[src/rtl/cpu_types_pkg.sv]
// ---------------------------------------------------------------------------
// cpu_types_pkg
// Shared CPU type definitions used by the memory-stage controller.
//   word_t      : 32-bit data word
//   mem_state_t : memory-stage access state (IDLE / WAIT / DONE)
//   SC_SUCCESS  : value returned to the register file by a successful SC
// ---------------------------------------------------------------------------
package cpu_types_pkg;

    localparam int WORD_W = 32;

    typedef logic [WORD_W-1:0] word_t;

    // IDLE : no access outstanding, a new request may be issued this cycle
    // WAIT : request issued, waiting for the cache to answer with dhit
    // DONE : access served but the instruction is still frozen in EX/MEM
    typedef enum logic [1:0] {
        IDLE = 2'd0,
        WAIT = 2'd1,
        DONE = 2'd2
    } mem_state_t;

    localparam word_t SC_SUCCESS = 32'h1;

endpackage

[src/rtl/link_reg.sv]
// ---------------------------------------------------------------------------
// link_reg
// LL/SC link register: remembers the word address reserved by the last LL
// and drops the reservation on SC completion, on a local store to the linked
// word, or on a coherence invalidate of that word.
// Ports:
//   CLK, nRST      : clock, asynchronous active-low reset
//   set_i          : an LL completed this cycle
//   setAddr_i      : address of that LL
//   scClear_i      : an SC completed (success or fail) this cycle
//   storeHit_i     : a plain store completed this cycle
//   storeAddr_i    : address of that store
//   snoopInv_i     : coherence invalidate this cycle
//   snoopAddr_i    : invalidated word address
//   linkValid_o    : reservation is held
//   linkAddr_o     : reserved word address
// ---------------------------------------------------------------------------
module link_reg #(
    parameter int ADDR_W = 32
) (
    input  logic              CLK,
    input  logic              nRST,
    input  logic              set_i,
    input  logic [ADDR_W-1:0] setAddr_i,
    input  logic              scClear_i,
    input  logic              storeHit_i,
    input  logic [ADDR_W-1:0] storeAddr_i,
    input  logic              snoopInv_i,
    input  logic [ADDR_W-1:0] snoopAddr_i,
    output logic              linkValid_o,
    output logic [ADDR_W-1:0] linkAddr_o
);

    logic              linkValid_q, linkValid_d;
    logic [ADDR_W-1:0] linkAddr_q, linkAddr_d;

    // A new LL beats every clear in the same cycle, but a snoop that hits the
    // freshly linked address must still kill the reservation, otherwise the
    // invalidate would be lost.
    always_comb begin
        linkValid_d = linkValid_q;
        linkAddr_d  = linkAddr_q;
        if (set_i) begin
            linkAddr_d  = setAddr_i;
            linkValid_d = ~(snoopInv_i && (snoopAddr_i == setAddr_i));
        end else if (scClear_i
                  || (storeHit_i && (storeAddr_i == linkAddr_q))
                  || (snoopInv_i && (snoopAddr_i == linkAddr_q))) begin
            linkValid_d = 1'b0;
        end
    end

    always_ff @(posedge CLK or negedge nRST) begin
        if (!nRST) begin
            linkValid_q <= 1'b0;
            linkAddr_q  <= '0;
        end else begin
            linkValid_q <= linkValid_d;
            linkAddr_q  <= linkAddr_d;
        end
    end

    assign linkValid_o = linkValid_q;
    assign linkAddr_o  = linkAddr_q;

endmodule

[src/rtl/mem_access_ctrl.sv]
// ---------------------------------------------------------------------------
// mem_access_ctrl
// Memory-stage controller between EX/MEM and MEM/WB. Issues data-cache
// requests for the EX/MEM instruction, stalls the pipeline until dhit,
// captures load data for MEM/WB, keeps the LL/SC link and the sticky halt.
// Ports:
//   CLK, nRST               : clock, asynchronous active-low reset
//   valid_i..halt_i         : decoded EX/MEM instruction controls
//   addr_i, store_i         : effective address and store data
//   freeze, flush           : hazard-unit controls for EX/MEM
//   dhit, dmemload          : cache completion and read data
//   snoop_inv, snoop_addr   : coherence invalidate
//   dmemREN/WEN/addr/store  : cache request
//   mem_stall               : freeze IF..EX/MEM while the access is pending
//   dmem_load_o             : load value to MEM/WB
//   halt_o                  : sticky halt
// ---------------------------------------------------------------------------
module mem_access_ctrl
    import cpu_types_pkg::*;
#(
    parameter int ADDR_W     = 32,
    parameter bit HALT_DRAIN = 1'b1
) (
    input  logic              CLK,
    input  logic              nRST,
    input  logic              valid_i,
    input  logic              dREN_i,
    input  logic              dWEN_i,
    input  logic              ll_i,
    input  logic              sc_i,
    input  logic              halt_i,
    input  logic [ADDR_W-1:0] addr_i,
    input  logic [ADDR_W-1:0] store_i,
    input  logic              freeze,
    input  logic              flush,
    input  logic              dhit,
    input  logic [ADDR_W-1:0] dmemload,
    input  logic              snoop_inv,
    input  logic [ADDR_W-1:0] snoop_addr,
    output logic              dmemREN,
    output logic              dmemWEN,
    output logic [ADDR_W-1:0] dmemaddr,
    output logic [ADDR_W-1:0] dmemstore,
    output logic              mem_stall,
    output logic [ADDR_W-1:0] dmem_load_o,
    output logic              halt_o
);

    mem_state_t        state_q, state_d;
    logic [ADDR_W-1:0] loadBuf_q, loadBuf_d;
    logic              halt_q, halt_d;

    logic              linkValid;
    logic [ADDR_W-1:0] linkAddr;

    logic              need;
    logic              scFail;
    logic              issueIdle;
    logic              reqActive;
    logic              hitAccepted;
    logic              scFailNow;
    logic              haltSet;
    logic [ADDR_W-1:0] hitValue;

    // Request qualification. nRST is folded into need so that the
    // combinational request path drops the moment reset is asserted, not
    // only once the state register has been cleared.
    always_comb begin
        need        = nRST & valid_i & (dREN_i | dWEN_i) & ~flush & ~halt_q;
        scFail      = sc_i & ~(linkValid & (linkAddr == addr_i));
        issueIdle   = (state_q == IDLE) & need & ~scFail;
        reqActive   = issueIdle | ((state_q == WAIT) & need);
        hitAccepted = reqActive & dhit;
        scFailNow   = (state_q == IDLE) & need & scFail;
        hitValue    = sc_i ? ADDR_W'(SC_SUCCESS) : dmemload;
    end

    // Cache request and stall outputs. DONE never drives a request, which is
    // what prevents a re-issue while the served instruction sits frozen.
    always_comb begin
        dmemREN     = reqActive & dREN_i;
        dmemWEN     = reqActive & dWEN_i;
        dmemaddr    = reqActive ? addr_i : '0;
        dmemstore   = (reqActive & dWEN_i) ? store_i : '0;
        mem_stall   = reqActive & ~dhit;
        dmem_load_o = hitAccepted ? hitValue
                    : (scFailNow ? '0 : loadBuf_q);
    end

    // Next-state logic. Losing need while in WAIT means the instruction was
    // flushed, so the outstanding request is simply abandoned.
    always_comb begin
        state_d = state_q;
        case (state_q)
            IDLE: begin
                if (issueIdle) begin
                    if (dhit) state_d = freeze ? DONE : IDLE;
                    else      state_d = WAIT;
                end
            end
            WAIT: begin
                if (!need)     state_d = IDLE;
                else if (dhit) state_d = freeze ? DONE : IDLE;
            end
            DONE: begin
                if (!freeze || flush) state_d = IDLE;
            end
            default: state_d = IDLE;
        endcase
    end

    // Load buffer keeps the last value so MEM/WB sees it stable across
    // freeze. A failing SC writes 0 so its result also holds steady.
    always_comb begin
        loadBuf_d = loadBuf_q;
        if (hitAccepted && (dREN_i || sc_i)) loadBuf_d = hitValue;
        else if (scFailNow)                  loadBuf_d = '0;
    end

    // With HALT_DRAIN the halt waits until nothing is in flight or about to
    // be issued, so an access is never cut off halfway.
    always_comb begin
        haltSet = valid_i & halt_i & ~flush & ~freeze
                & (HALT_DRAIN ? ((state_q == IDLE) & ~need) : 1'b1);
        halt_d  = halt_q | haltSet;
    end

    always_ff @(posedge CLK or negedge nRST) begin
        if (!nRST) begin
            state_q   <= IDLE;
            loadBuf_q <= '0;
            halt_q    <= 1'b0;
        end else begin
            state_q   <= state_d;
            loadBuf_q <= loadBuf_d;
            halt_q    <= halt_d;
        end
    end

    assign halt_o = halt_q;

    link_reg #(
        .ADDR_W (ADDR_W)
    ) uLinkReg (
        .CLK         (CLK),
        .nRST        (nRST),
        .set_i       (hitAccepted & ll_i & dREN_i),
        .setAddr_i   (addr_i),
        .scClear_i   ((hitAccepted & sc_i) | scFailNow),
        .storeHit_i  (hitAccepted & dWEN_i & ~sc_i),
        .storeAddr_i (addr_i),
        .snoopInv_i  (snoop_inv),
        .snoopAddr_i (snoop_addr),
        .linkValid_o (linkValid),
        .linkAddr_o  (linkAddr)
    );

endmodule

[config.mk]
export PLATFORM = sky130hd
export DESIGN_NAME = mem_access_ctrl
export DESIGN_NICKNAME = d
export VERILOG_FILES = /design/src/rtl/cpu_types_pkg.sv /design/src/rtl/link_reg.sv /design/src/rtl/mem_access_ctrl.sv
export SDC_FILE = /design/constraint.sdc
export NUM_CORES = 1
export LEC_CHECK = 0
export ABC_AREA = 0
export BUFFER_PORTS_ARGS = -buffer_cell sky130_fd_sc_hd__buf_2
export CAP_MARGIN = 20
export CORE_ASPECT_RATIO = 0.75
export CORE_MARGIN = 4
export CORE_UTILIZATION = 45
export DETAILED_ROUTE_END_ITERATION = 8
export GPL_TIMING_DRIVEN = 1
export PLACE_DENSITY = 0.8
export SLEW_MARGIN = 20
export SYNTH_ARGS = -nofsm -noshare
export SYNTH_HDL_FRONTEND = slang
export SYNTH_SLANG_ARGS = --single-unit
[constraint.sdc]
create_clock -name CLK -period 8.8 [get_ports CLK]
set_input_delay 2.2 -clock CLK [delete_from_list [all_inputs] [get_ports CLK]]
set_output_delay 2.2 -clock CLK [all_outputs]
set_load 0.01 [all_outputs]
# Word level (Yosys, flattened, before mapping)
# Cells that the tools add are included.
[classes]
eq_ne = 9
muxes = 15
bitwise_logic = 37
n_reduce_logical = 12
[ops]
columns = ["op", "n"]
rows = [
  ["2-to-1 mux 32 bit", 6],
  ["equality test 32 bit", 4],
  ["AND 1 bit", 24],
  ["2-to-1 mux 2 bit", 6],
  ["inverter 1 bit", 9],
  ["one-hot mux 2 bit (3 select lines)", 1],
  ["logical AND 1 bit", 4],
  ["logical OR 1 bit", 4],
  ["inequality test 2 bit (second input constant)", 2],
  ["bitwise OR 1 bit", 4],
  ["inequality test 3 bit (second input constant)", 1],
  ["AND reduction 3 bit", 1],
  ["equality test 2 x 1 -> 1 bit (second input constant)", 1],
  ["equality test 2 bit (second input constant)", 1],
  ["zero test 2 bit", 1],
  ["2-to-1 mux 1 bit", 2],
  ["nonzero test 2 bit", 1],
  ["zero test 1 bit", 1],
]
[totals]
reg_bits = 68
in_bits = 140
out_inout_bits = 100
word_cells = 78

# Longest topological paths before layout
# Gate-level depths: netlist (run 1).
[depth]
word_depth = 15
ltp_mapped = 8
ltp_nobuf = 6

# By module
# From an unflattened synthesis (run 1), not the netlist that was laid out.
[hier_totals]
hier_cells = 471
area_unflattened_um2 = 4814.6
[modules_own_cells]
columns = ["module", "n_inst", "cells_each", "area_per_inst_um2", "seq_area_each_um2"]
rows = [
  ["mem_access_ctrl", 1, 268, 2543.7, 875.8],
  ["link_reg", 1, 203, 2270.9, 825.8],
]

# Least setup slack after synthesis (run 1)
# Ideal clock, no wire load.
[synth_timing]
kind = "input -> output"
from = "in addr_i[23]"
to = "out dmemWEN"
arrival_time_ns = 3.811
t_required_ns = 6.600
slack_ns = 2.789
cell_stages = 8
path_buffers = 2
cell_sequence = "xnor2_1 -> nand4_1 -> nor4_2 -> a311oi_4 -> nor2_1 -> clkbuf_2 -> clkbuf_1 -> and2_1"
[synth_via]
elab_chain_len = 8
[synth_lines]
columns = ["item", "line", "rtl"]
rows = [
  ["start: declaration", "mem_access_ctrl.sv:32", "input logic [ADDR_W-1:0] addr_i,"],
  ["equality test 32 bit", "mem_access_ctrl.sv:70", "scFail = sc_i & ~(linkValid & (linkAddr == addr_i));"],
  ["AND 1 bit", "mem_access_ctrl.sv:70", ""],
  ["inverter 1 bit", "mem_access_ctrl.sv:70", ""],
  ["AND 1 bit", "mem_access_ctrl.sv:70", ""],
  ["inverter 1 bit", "mem_access_ctrl.sv:71", "issueIdle = (state_q == IDLE) & need & ~scFail;"],
  ["AND 1 bit", "mem_access_ctrl.sv:71", ""],
  ["bitwise OR 1 bit", "mem_access_ctrl.sv:72", "reqActive = issueIdle | ((state_q == WAIT) & need);"],
  ["AND 1 bit", "mem_access_ctrl.sv:82", "dmemWEN = reqActive & dWEN_i;"],
  ["end: declaration", "mem_access_ctrl.sv:41", "output logic dmemWEN,"],
]
# Every way passes these cells.

# Worst setup path in the final report (run 1)
[layout_timing]
from = "in addr_i[29]"
to = "out dmem_load_o[9]"
[layout_via]
elab_chain_len = 9
elab_cells_between_ends = 11
classes_between = "eq/ne: 1; mux: 2; bitwise: 8"
[layout_lines]
columns = ["item", "line", "rtl"]
rows = [
  ["equality test 32 bit *", "mem_access_ctrl.sv:70", ""],
  ["AND 1 bit *", "mem_access_ctrl.sv:70", ""],
  ["inverter 1 bit *", "mem_access_ctrl.sv:70", ""],
  ["AND 1 bit *", "mem_access_ctrl.sv:70", ""],
  ["inverter 1 bit", "mem_access_ctrl.sv:71", ""],
  ["AND 1 bit", "mem_access_ctrl.sv:71", ""],
  ["bitwise OR 1 bit", "mem_access_ctrl.sv:72", ""],
  ["AND 1 bit", "mem_access_ctrl.sv:73", "hitAccepted = reqActive & dhit;"],
  ["2-to-1 mux 32 bit *", "mem_access_ctrl.sv:86", "dmem_load_o = hitAccepted ? hitValue"],
  ["end: declaration", "mem_access_ctrl.sv:45", "output logic [ADDR_W-1:0] dmem_load_o,"],
]
# Mark *: on every way between the ends. The rest lies on a longest branch, timed or not.

==> impl_metrics.csv, run 1 <==
group,metric,value,unit
sta,skew,0.00839,ns
finish,area_delta_synth_final,35.1,%
finish,finalNetCount,816,
synthesis,ys_seq_elements,68,
worst_setup_path,crit_path_start_kind,"primary input",
drt,ant_nets,0,
power,combPwrFrac,0.227,
synthesis,syn_area_per_cell,10.2,um2
sta,fin_crit_sh,0.788,
power,p_int,0.715,mW
worst_setup_path,end_kind,"output pin",
cts,post_cts_buffers,0,
sta,finalHoldViolations,0,
finish,drive_above_1_share,0.426,
finish,final_cell_area,0.00625,mm2
sta,fmax,144,MHz
worst_setup_path,cp_max_fo,32,
drt,routed_wl,14900,um
finish,multi_input_area,0.00281,mm2
drt,wl_per_cell,18.3,um
worst_setup_path,crit_type,"primary input to output pin",
synthesis,ys_seq_area_frac,0.368,
floorplanning,num_rows,31,
worst_setup_path,cp_slowest_stage_delay,0.72,ns
power,p_clk_frac,0.393,
placement,dpl-instance-area,0.00590,mm2
floorplanning,start_util,0.470,
cts,cts_made_buffers,9,
placement,io_buffers,239,
run,cap_violations,0,
power,ir_worst_vdd,0.100,mV
finish,n_fill_cell,852,
synthesis,ys_types,32,
worst_setup_path,r2r_end,"uLinkReg.linkAddr_o[19]",
cts,root_buffer,"clkbuf_16",
sta,maxSlewHeadroom,0.418,
worst_setup_path,r2r_slack,5.88,ns
sta,drv_slew,0,
worst_setup_path,critPathCapture,"dmem_load_o[9]",
grt,grt_usage,0.239,
drt,drc,0,
floorplanning,ioPinCount,240,
power,power_density,157,mW/mm2
worst_setup_path,cpMostUsedCell,"buf_2",
cts,insertion_delay,0.33,ns
finish,final-seq-area,0.00170,mm2
worst_setup_path,r2r_start,"halt_o",
synthesis,synth_area,0.00463,mm2
sta,grt_setup_unrepaired,"false",
power,power.share.sequential,0.381,
grt,first_global_vias,4304,
cts,cts_num_sinks,68,
floorplanning,die_h,95.8,um
power,switching_share,0.272,
floorplanning,die-width,125,um
hold_path,hold_class,"flip-flop to flip-flop",
worst_setup_path,worstPathCellList,"buf_2 -> xnor2_1 -> nand4_1 -> nor4_2 -> a311oi_4 -> o21ai_4 -> a22o_1 -> buf_2",
cts,h-tree-depth,3,
cts,post_cts_resized,0,
worst_setup_path,crit_slowest_cell,"o21ai_4",
sta,fin_crit,6.94,ns
sta,final.setup.tns,0,ns
drt,drt_iter0_markers,189,
grt,grt_pass1_wl,22600,um
sta,worst_pin_slew,0.873,ns
cts,cts_tree,"done",
synthesis,netlist_instances,452,
cts,cts_buffer_depth,2,
worst_setup_path,required,6.60,ns
worst_setup_path,startpoint,"addr_i[29]",
synthesis,async_reset_ff_frac,1.00,
sta,setup_viol,0,
synthesis,synth_enable_flop_cells,0,
power,netSwitchingPower,0.267,mW
floorplanning,core-area,0.00985,mm2
synthesis,synth_flop_cell,"dfrtp_1",
drt,via_per_inst,5.37,
floorplanning,die_area,0.0120,mm2
cts,clk_pin_slew,0.05,ns
placement,place_congestion,0.908,
drt,dr.pass1.iters,4,
worst_setup_path,rr_worst_depth,5,
synthesis,yosys_warnings,0,
grt,grt_max_degree,69,
grt,overflow,0,
drt,route.vias.total,4379,
placement,hpwl,11800,um
grt,antenna_found_initial,1,
synthesis,syn_nets,592,
worst_setup_path,crit_arrival,4.74,ns
cts,hold_buffers,0,
status,outcome,"finished clean",
power,power_leakage,3.29,nW
==> how the worst min path moves through the flow <==
stage / from / to / slack [ns] / cells after the start
2_1_floorplan: loadBuf_q[10] / loadBuf_q[10] / 0.47 / 1
3_3_place_gp: loadBuf_q[9] / loadBuf_q[9] / 0.49 / 1
3_5_place_dp: loadBuf_q[18] / loadBuf_q[18] / 0.49 / 1
4_1_cts: loadBuf_q[18] / loadBuf_q[18] / 0.51 / 1
5_1_grt: loadBuf_q[18] / loadBuf_q[18] / 0.52 / 1
6_report: loadBuf_q[13] / loadBuf_q[13] / 0.51 / 1
==> cell usage after synthesis (all sizes together), types with 2 or more instances <==
library cell / count / share of area
nor4: 12 / 0.019
nand3: 4 / 0.0043
nand2b: 2 / 0.0027
nand2: 4 / 0.0032
nor2b: 32 / 0.043
clkbuf: 21 / 0.018
xor2: 35 / 0.066
a22o: 65 / 0.12
o21ai: 2 / 0.0022
buf: 9 / 0.011
nor2: 7 / 0.0057
nor3: 5 / 0.0054
dfrtp: 68 / 0.37
nand4: 16 / 0.022
xnor2: 61 / 0.12
and2: 35 / 0.047
mux2: 32 / 0.078
and3: 32 / 0.043
==> layout make-up <==
type / instances / share of cell area
Sequential cell: 68 / 0.272
Antenna cell: 2 / 0.000800
Tap cell: 132 / 0.0264
Timing Repair Buffer: 243 / 0.199
Multi-Input combinational cell: 353 / 0.450
Clock inverter: 4 / 0.0116
Inverter: 1 / 0.000600
Clock buffer: 12 / 0.0394
==> flip-flops by register name, indices dropped and copies added, names as in the netlist <==
name / flops
halt_o: 1
loadBuf_q: 32
state_q: 2
uLinkReg.linkAddr_o: 32
uLinkReg.linkValid_o: 1
==> stage by stage <==
stage / instances / setup WS, ns / total power, mW / hold WS [ns] / utilization
after CTS: 812 / 1.64 / 0.992 / 0.509 / 0.631
after floorplan: 452 / 2.79 / 0.499 / 0.473 / -
final: 815 / 1.86 / 0.982 / 0.507 / 0.635
after global placement: 796 / 1.60 / 0.593 / 0.490 / 0.598
after detailed placement: 796 / 1.62 / 0.601 / 0.491 / 0.599
after global routing: 814 / 1.74 / 1.03 / 0.521 / 0.635
==> cells in the final DEF, fill, tap and decap left out, types with 2 or more instances in the layout <==
master	netlist	final
bufinv_16	0	2
nor3_1	5	5
mux2_1	9	9
nand2_1	4	4
mux2_2	23	23
buf_4	3	3
nor4_1	10	10
dfrtp_1	68	68
xor2_1	35	35
nand3_1	4	4
a22o_1	65	65
and2_1	35	34
diode_2	0	2
nand4_1	16	16
clkbuf_1	18	2
and3_1	32	32
xnor2_1	61	61
clkbuf_16	0	9
nor4_2	2	2
nor2b_1	32	32
buf_2	6	239
nor2_1	7	6
nand2b_1	2	2
==> layer usage <==
metal / global-route usage / vias to the layer above / share of wire
met2: 0.401 / 159 / 0.49
met5: 0 / - / 0
li1: - / 2069 / -
met1: 0.313 / 2134 / 0.42
met3: 0.0560 / 17 / 0.069
met4: 0.0659 / 0 / 0.013
==> cells by family after synthesis <==
kind of cell / synth area share
AOI/OAI and AO/OA: 0.141
xor gates and xnor gates: 0.182
and+or+nand+nor: 0.202
DFF: 0.368
buffers and inverters: 0.0300
muxes: 0.0778
==> power groups by stage <==
stage | sequential, mW | combinational (mW) | clock [mW]
finish | 0.374 | 0.223 | 0.385
global route | 0.378 | 0.244 | 0.410
CTS | 0.374 | 0.223 | 0.395
detailed placement | 0.378 | 0.222 | 0
global placement | 0.377 | 0.216 | 0
floorplan | 0.373 | 0.127 | 0
==> worst max-delay path: cells and delay by family <==
family / cells / cell delay [ns]
xor+xnor: 1 / 0.31
simple gates: 2 / 0.67
compound gates: 3 / 1.28
buf+inv: 2 / 0.27
(Power assumes the default switching activity.)
==> run 2: changes to the inputs <==
--- a/config.mk
+++ b/config.mk
@@ -10,10 +10,10 @@
 export CAP_MARGIN = 20
 export CORE_ASPECT_RATIO = 0.75
 export CORE_MARGIN = 4
-export CORE_UTILIZATION = 45
+export CORE_UTILIZATION = 42
 export DETAILED_ROUTE_END_ITERATION = 8
 export GPL_TIMING_DRIVEN = 1
-export PLACE_DENSITY = 0.8
+export PLACE_DENSITY = 0.78
 export SLEW_MARGIN = 20
 export SYNTH_ARGS = -nofsm -noshare
 export SYNTH_HDL_FRONTEND = slang
==> constraint.sdc (replaced) <==
create_clock -name CLK -period 5.9 [get_ports CLK]
set_input_delay 1.475 -clock CLK [delete_from_list [all_inputs] [get_ports CLK]]
set_output_delay 1.475 -clock CLK [all_outputs]
set_load 0.01 [all_outputs]
==> run 2 against run 1 <==
  * Worst setup slack worse by 1.2 ns
  * Cell count rose by 0.61%
  * Core utilization fell by 4.1 points
  * Clock-buffer cell count rose by 1
  * Via count grew 1.2%
  * Sequential share of layout area hardly changed
==> impl_metrics.csv, run 2 (synthesis results as in run 1) <==
group,metric,value,unit
sta,fmax,190,MHz
placement,place_congestion,0.876,
power,total_power,1.46,mW
sta,maxSlewHeadroom,0.419,
cts,cts_buffer_depth,2,
finish,final_common_cell,"buf_2",
power,power.share.sequential,0.380,
finish,n_fill_cell,943,
finish,finalNetCount,819,
cts,cts_made_buffers,9,
sta,skew,0.00528,ns
power,p_clk_frac,0.391,
floorplanning,die_area,0.0128,mm2
drt,drt_iter0_markers,208,
power,combPwrFrac,0.229,
sta,drv_slew,0,
placement,io_buffers,239,
cts,root_buffer,"clkbuf_16",
finish,final_core_util,0.594,
cts,hold_buffers,0,
grt,grt_pass1_wl,23600,um
worst_setup_path,rr_worst_depth,7,
power,ir_worst_vdd,0.147,mV
drt,drc,0,
worst_setup_path,crit_path_start_kind,"primary input",
floorplanning,num_rows,32,
sta,finalHoldViolations,0,
drt,route.vias.total,4431,
cts,cts_num_sinks,68,
placement,hpwl,12200,um
cts,post_cts_resized,0,
grt,grt_usage,0.235,
finish,area_delta_synth_final,35.1,%
grt,overflow,0,
finish,layout_common_cells,"239 x buf_2, 68 x dfrtp_1, 65 x a22o_1, 61 x xnor2_1, 35 x xor2_1",
sta,grt_setup_unrepaired,"false",
cts,h-tree-depth,3,
hold_path,hold_depth,1,
finish,multi_input_area,0.00281,mm2
sta,final.setup.tns,0,ns
drt,via_per_inst,5.40,
power,p_int,1.06,mW
floorplanning,start_util,0.440,
status,outcome,"finished clean",
worst_setup_path,cp_max_fo,66,
hold_path,hold_class,"flip-flop to flip-flop",
worst_setup_path,crit_type,"primary input to output pin",
cts,insertion_delay,0.33,ns
power,power_leakage,3.31,nW
sta,worst_pin_slew,0.872,ns
sta,fin_crit,5.26,ns
power,netSwitchingPower,0.406,mW
worst_setup_path,end_kind,"output pin",
grt,antenna_found_initial,0,
sta,fin_crit_sh,0.891,
finish,drive_above_1_share,0.430,
power,power_density,234,mW/mm2
drt,wl_per_cell,18.9,um
run,cap_violations,0,
finish,final-seq-area,0.00170,mm2
grt,grt_max_degree,69,
worst_setup_path,crit_arrival,3.78,ns
grt,first_global_vias,4451,
cts,post_cts_buffers,0,
worst_setup_path,required,4.43,ns
floorplanning,ioPinCount,240,
cts,clk_pin_slew,0.06,ns
drt,ant_nets,0,
power,switching_share,0.277,
finish,antenna_cells,0,
sta,setup_viol,0,
cts,cts_tree,"done",
floorplanning,die-width,129,um
floorplanning,core-area,0.0105,mm2
drt,routed_wl,15500,um
drt,dr.pass1.iters,4,
floorplanning,die_h,98.9,um
[run 2: cell count changes in the layout (fill, tap and decap cells not counted), moves of 2 or more]
cell | previous run | this run
clkbuf_1 | 2 | 0
clkbuf_8 | 1 | 4
diode_2 | 2 | 0
buf_4 | 3 | 7
[run 2: per-stage QoR]
| step | area (um2) | std cells | hold WS [ns] | worst slack (ns) |
|---|---|---|---|---|
| after global placement | 5930 | 804 | 0.489 | 0.784 |
| after global routing | 6250 | 820 | 0.526 | 0.436 |
| after CTS | 6250 | 820 | 0.508 | 0.649 |
| after detailed placement | 5930 | 804 | 0.491 | 0.642 |
| after floorplan | 4630 | 452 | 0.473 | 1.34 |
| final | 6250 | 820 | 0.506 | 0.642 |
[run 2: worst paths after layout]
check / from / endpoint / slack [ns]
setup / recovery: addr_i[29] / dmemstore[29] / 0.64
min in group asynchronous: nRST / loadBuf_q[28] / 1.42
max in group asynchronous: nRST / uLinkReg.linkAddr_o[19] / 3.92
hold / removal: loadBuf_q[18] / loadBuf_q[18] / 0.51
setup reg to reg: uLinkReg.linkAddr_o[29] / uLinkReg.linkAddr_o[9] / 3.06
hold reg to reg: loadBuf_q[18] / loadBuf_q[18] / 0.51
[run 2: final cells by class]
cell class              count  share of cell area
repair buffers            246               0.200
clock buffers              13              0.0448
well taps                 136              0.0272
flip-flops and latches     68               0.272
inverters                   1            0.000600
multi-input cells         353               0.449
clock inverters             3             0.00680
[run 2: metal layers]
metal	share of wire	GRT usage
met1	0.42	0.310
met4	0.016	0.0686
met2	0.49	0.399
met5	0	0
met3	0.076	0.0374
[run 2: critical path, stage by stage]
cell,delay (ns)
buf_2,0.12
xnor2_1,0.31
nand4_1,0.16
nor4_2,0.49
a311oi_4,0.27
nor2_4,0.16
buf_4,0.42
and3_1,0.24
buf_2,0.13
[run 2: power groups by stage]
stage	clock, mW	combinational [mW]	sequential [mW]
6_report	0.572	0.335	0.557
5_1_grt	0.604	0.364	0.563
4_1_cts	0.584	0.337	0.556
3_5_place_dp	0	0.336	0.563
3_3_place_gp	0	0.330	0.560
2_1_floorplan	0	0.189	0.556
==> run 3: changes to the inputs <==
--- a/config.mk
+++ b/config.mk
@@ -14,6 +14,7 @@
 export DETAILED_ROUTE_END_ITERATION = 8
 export GPL_TIMING_DRIVEN = 1
 export PLACE_DENSITY = 0.78
+export REMOVE_ABC_BUFFERS = 1
 export SLEW_MARGIN = 20
 export SYNTH_ARGS = -nofsm -noshare
 export SYNTH_HDL_FRONTEND = slang
==> run 3 against run 2 <==
  * Fmax fell by 0.50%
  * First-iteration DRC count rose by 44%
  * Critical path depth did not move
  * Register-to-register slack improved by 0.02 ns
  * Core utilization shrank 0.30 points
  * Cell count shrank 0.37%
  * Sequential share of layout area grew 0.14 points
  * Non-clock buffer count shrank 1
  * Final area is 0.50% lower
  * Sequential power is essentially flat
  * Power decreased by 2.6%
  * Global-route usage fell by 1.3 points
  * Critical endpoint is now dmemstore[15]
==> impl_metrics.csv, run 3 (synthesis results as in run 1) <==
group,metric,value,unit
cts,clk_pin_slew,0.06,ns
drt,route.vias.total,4329,
floorplanning,die_area,0.0128,mm2
drt,via_per_inst,5.30,
floorplanning,ioPinCount,240,
sta,grt_setup_unrepaired,"false",
status,outcome,"finished clean",
worst_setup_path,required,4.43,ns
finish,drive_above_1_share,0.426,
grt,grt_max_degree,69,
hold_path,hold_class,"flip-flop to flip-flop",
grt,antenna_found_initial,0,
finish,area_delta_synth_final,34.4,%
worst_setup_path,cpMostUsedCell,"buf_2",
sta,worst_pin_slew,0.912,ns
worst_setup_path,crit_slowest_cell,"nor4_2",
worst_setup_path,crit_arrival,3.81,ns
floorplanning,start_util,0.440,
grt,overflow,0,
grt,grt_usage,0.222,
power,power_leakage,3.29,nW
sta,final.setup.tns,0,ns
cts,hold_buffers,0,
power,p_int,1.03,mW
run,cap_violations,0,
drt,dr.pass1.iters,4,
sta,fmax,189,MHz
placement,dpl-instance-area,0.00593,mm2
sta,finalHoldViolations,0,
worst_setup_path,crit_type,"primary input to output pin",
sta,setup_viol,0,
floorplanning,die-width,129,um
drt,wl_per_cell,18.3,um
sta,skew,0.00720,ns
power,netSwitchingPower,0.395,mW
drt,drt_iter0_markers,299,
finish,final_cell_area,0.00622,mm2
grt,grt_pass1_wl,22500,um
power,p_clk_frac,0.375,
placement,place_inst,803,
worst_setup_path,end_kind,"output pin",
placement,place_congestion,0.890,
worst_setup_path,cp_slowest_stage_delay,0.54,ns
finish,stdcell_count,817,
placement,hpwl,11600,um
finish,antenna_cells,0,
cts,cts_buffer_depth,2,
power,ir_worst_vdd,0.120,mV
finish,n_fill_cell,935,
power,power.share.sequential,0.391,
cts,root_buffer,"clkbuf_16",
sta,drv_slew,0,
drt,drc,0,
cts,post_cts_resized,0,
power,combPwrFrac,0.235,
sta,fin_crit,5.28,ns
cts,cts_made_buffers,9,
placement,io_buffers,239,
worst_setup_path,worstPathCellList,"buf_2 -> xnor2_1 -> nand4_1 -> nor4_2 -> a311oi_4 -> nor2_4 -> buf_4 -> and3_1 -> buf_2",
worst_setup_path,crit_path_start_kind,"primary input",
floorplanning,num_rows,32,
power,total_power,1.43,mW
finish,layout_common_cells,"239 x buf_2, 68 x dfrtp_1, 65 x a22o_1, 61 x xnor2_1, 35 x xor2_1",
drt,ant_nets,0,
cts,insertion_delay,0.33,ns
cts,h-tree-depth,3,
floorplanning,die_h,98.9,um
cts,post_cts_buffers,0,
sta,maxSlewHeadroom,0.392,
sta,fin_crit_sh,0.896,
power,switching_share,0.277,
power,power_density,229,mW/mm2
worst_setup_path,cp_max_fo,66,
drt,routed_wl,14900,um
grt,first_global_vias,4259,
cts,cts_num_sinks,68,
finish,finalNetCount,818,
finish,final_common_cell,"buf_2",
floorplanning,core-area,0.0105,mm2
cts,cts_tree,"done",
==> run 3: changes by cell type in the layout (fill, tap and decap cells not counted), sizes merged <==
| cell | change |
|---|---|
| buf | -1 |
| clkinvlp | -1 |
| clkbuf | -1 |
==> run 3: final cells by class <==
type                            count  area [um2]  area share
Multi-Input combinational cell    353        2810       0.452
Timing Repair Buffer              245        1240       0.200
Clock buffer                       12         256      0.0412
Tap cell                          136         170      0.0274
Sequential cell                    68        1700       0.274
Clock inverter                      2        35.0     0.00563
Inverter                            1        3.75    0.000603
==> run 3: power groups by stage <==
stage	Clock, mW	Sequential (mW)	Combinational (mW)
3_3_place_gp	0	0.561	0.327
6_report	0.534	0.557	0.334
4_1_cts	0.547	0.557	0.336
3_5_place_dp	0	0.563	0.334
2_1_floorplan	0	0.556	0.183
5_1_grt	0.568	0.563	0.364
==> run 3: metrics by stage <==
step | util | setup WS (ns) | hold WS (ns)
floorplan | - | 0.370 | 0.474
global placement | 0.562 | 0.728 | 0.489
detailed placement | 0.563 | 0.585 | 0.493
CTS | 0.591 | 0.587 | 0.509
global route | 0.591 | 0.450 | 0.519
finish | 0.591 | 0.616 | 0.504
==> run 3: routing by layer <==
layer / share of wire / vias to the layer above / wire length, um / GRT usage
li1: - / 2071 / - / -
met1: 0.43 / 2047 / 6490 / 0.304
met2: 0.48 / 194 / 7100 / 0.360
met3: 0.078 / 17 / 1160 / 0.0493
met4: 0.012 / 0 / 183 / 0.0525
met5: 0 / - / 0 / 0
==> run 3: critical path, delay by kind of cell <==
family / cells / cell delay (ns)
simple gates: 4 / 1.11
xor+xnor: 1 / 0.22
compound gates: 1 / 0.28
buf+inv: 3 / 0.70
==> run 3: worst paths after layout <==
| path | startpoint | to | slack (ns) | cells past startpoint |
|---|---|---|---|---|
| max in group asynchronous | nRST | uLinkReg.linkAddr_o[14] | 3.87 | 2 |
| min in group asynchronous | nRST | loadBuf_q[31] | 1.44 | 2 |
| max | addr_i[31] | dmemstore[15] | 0.62 | 9 |
| min reg2reg | loadBuf_q[28] | loadBuf_q[28] | 0.50 | 1 |
| max reg2reg | uLinkReg.linkAddr_o[31] | uLinkReg.linkAddr_o[14] | 3.08 | 7 |
| min | loadBuf_q[28] | loadBuf_q[28] | 0.50 | 1 |
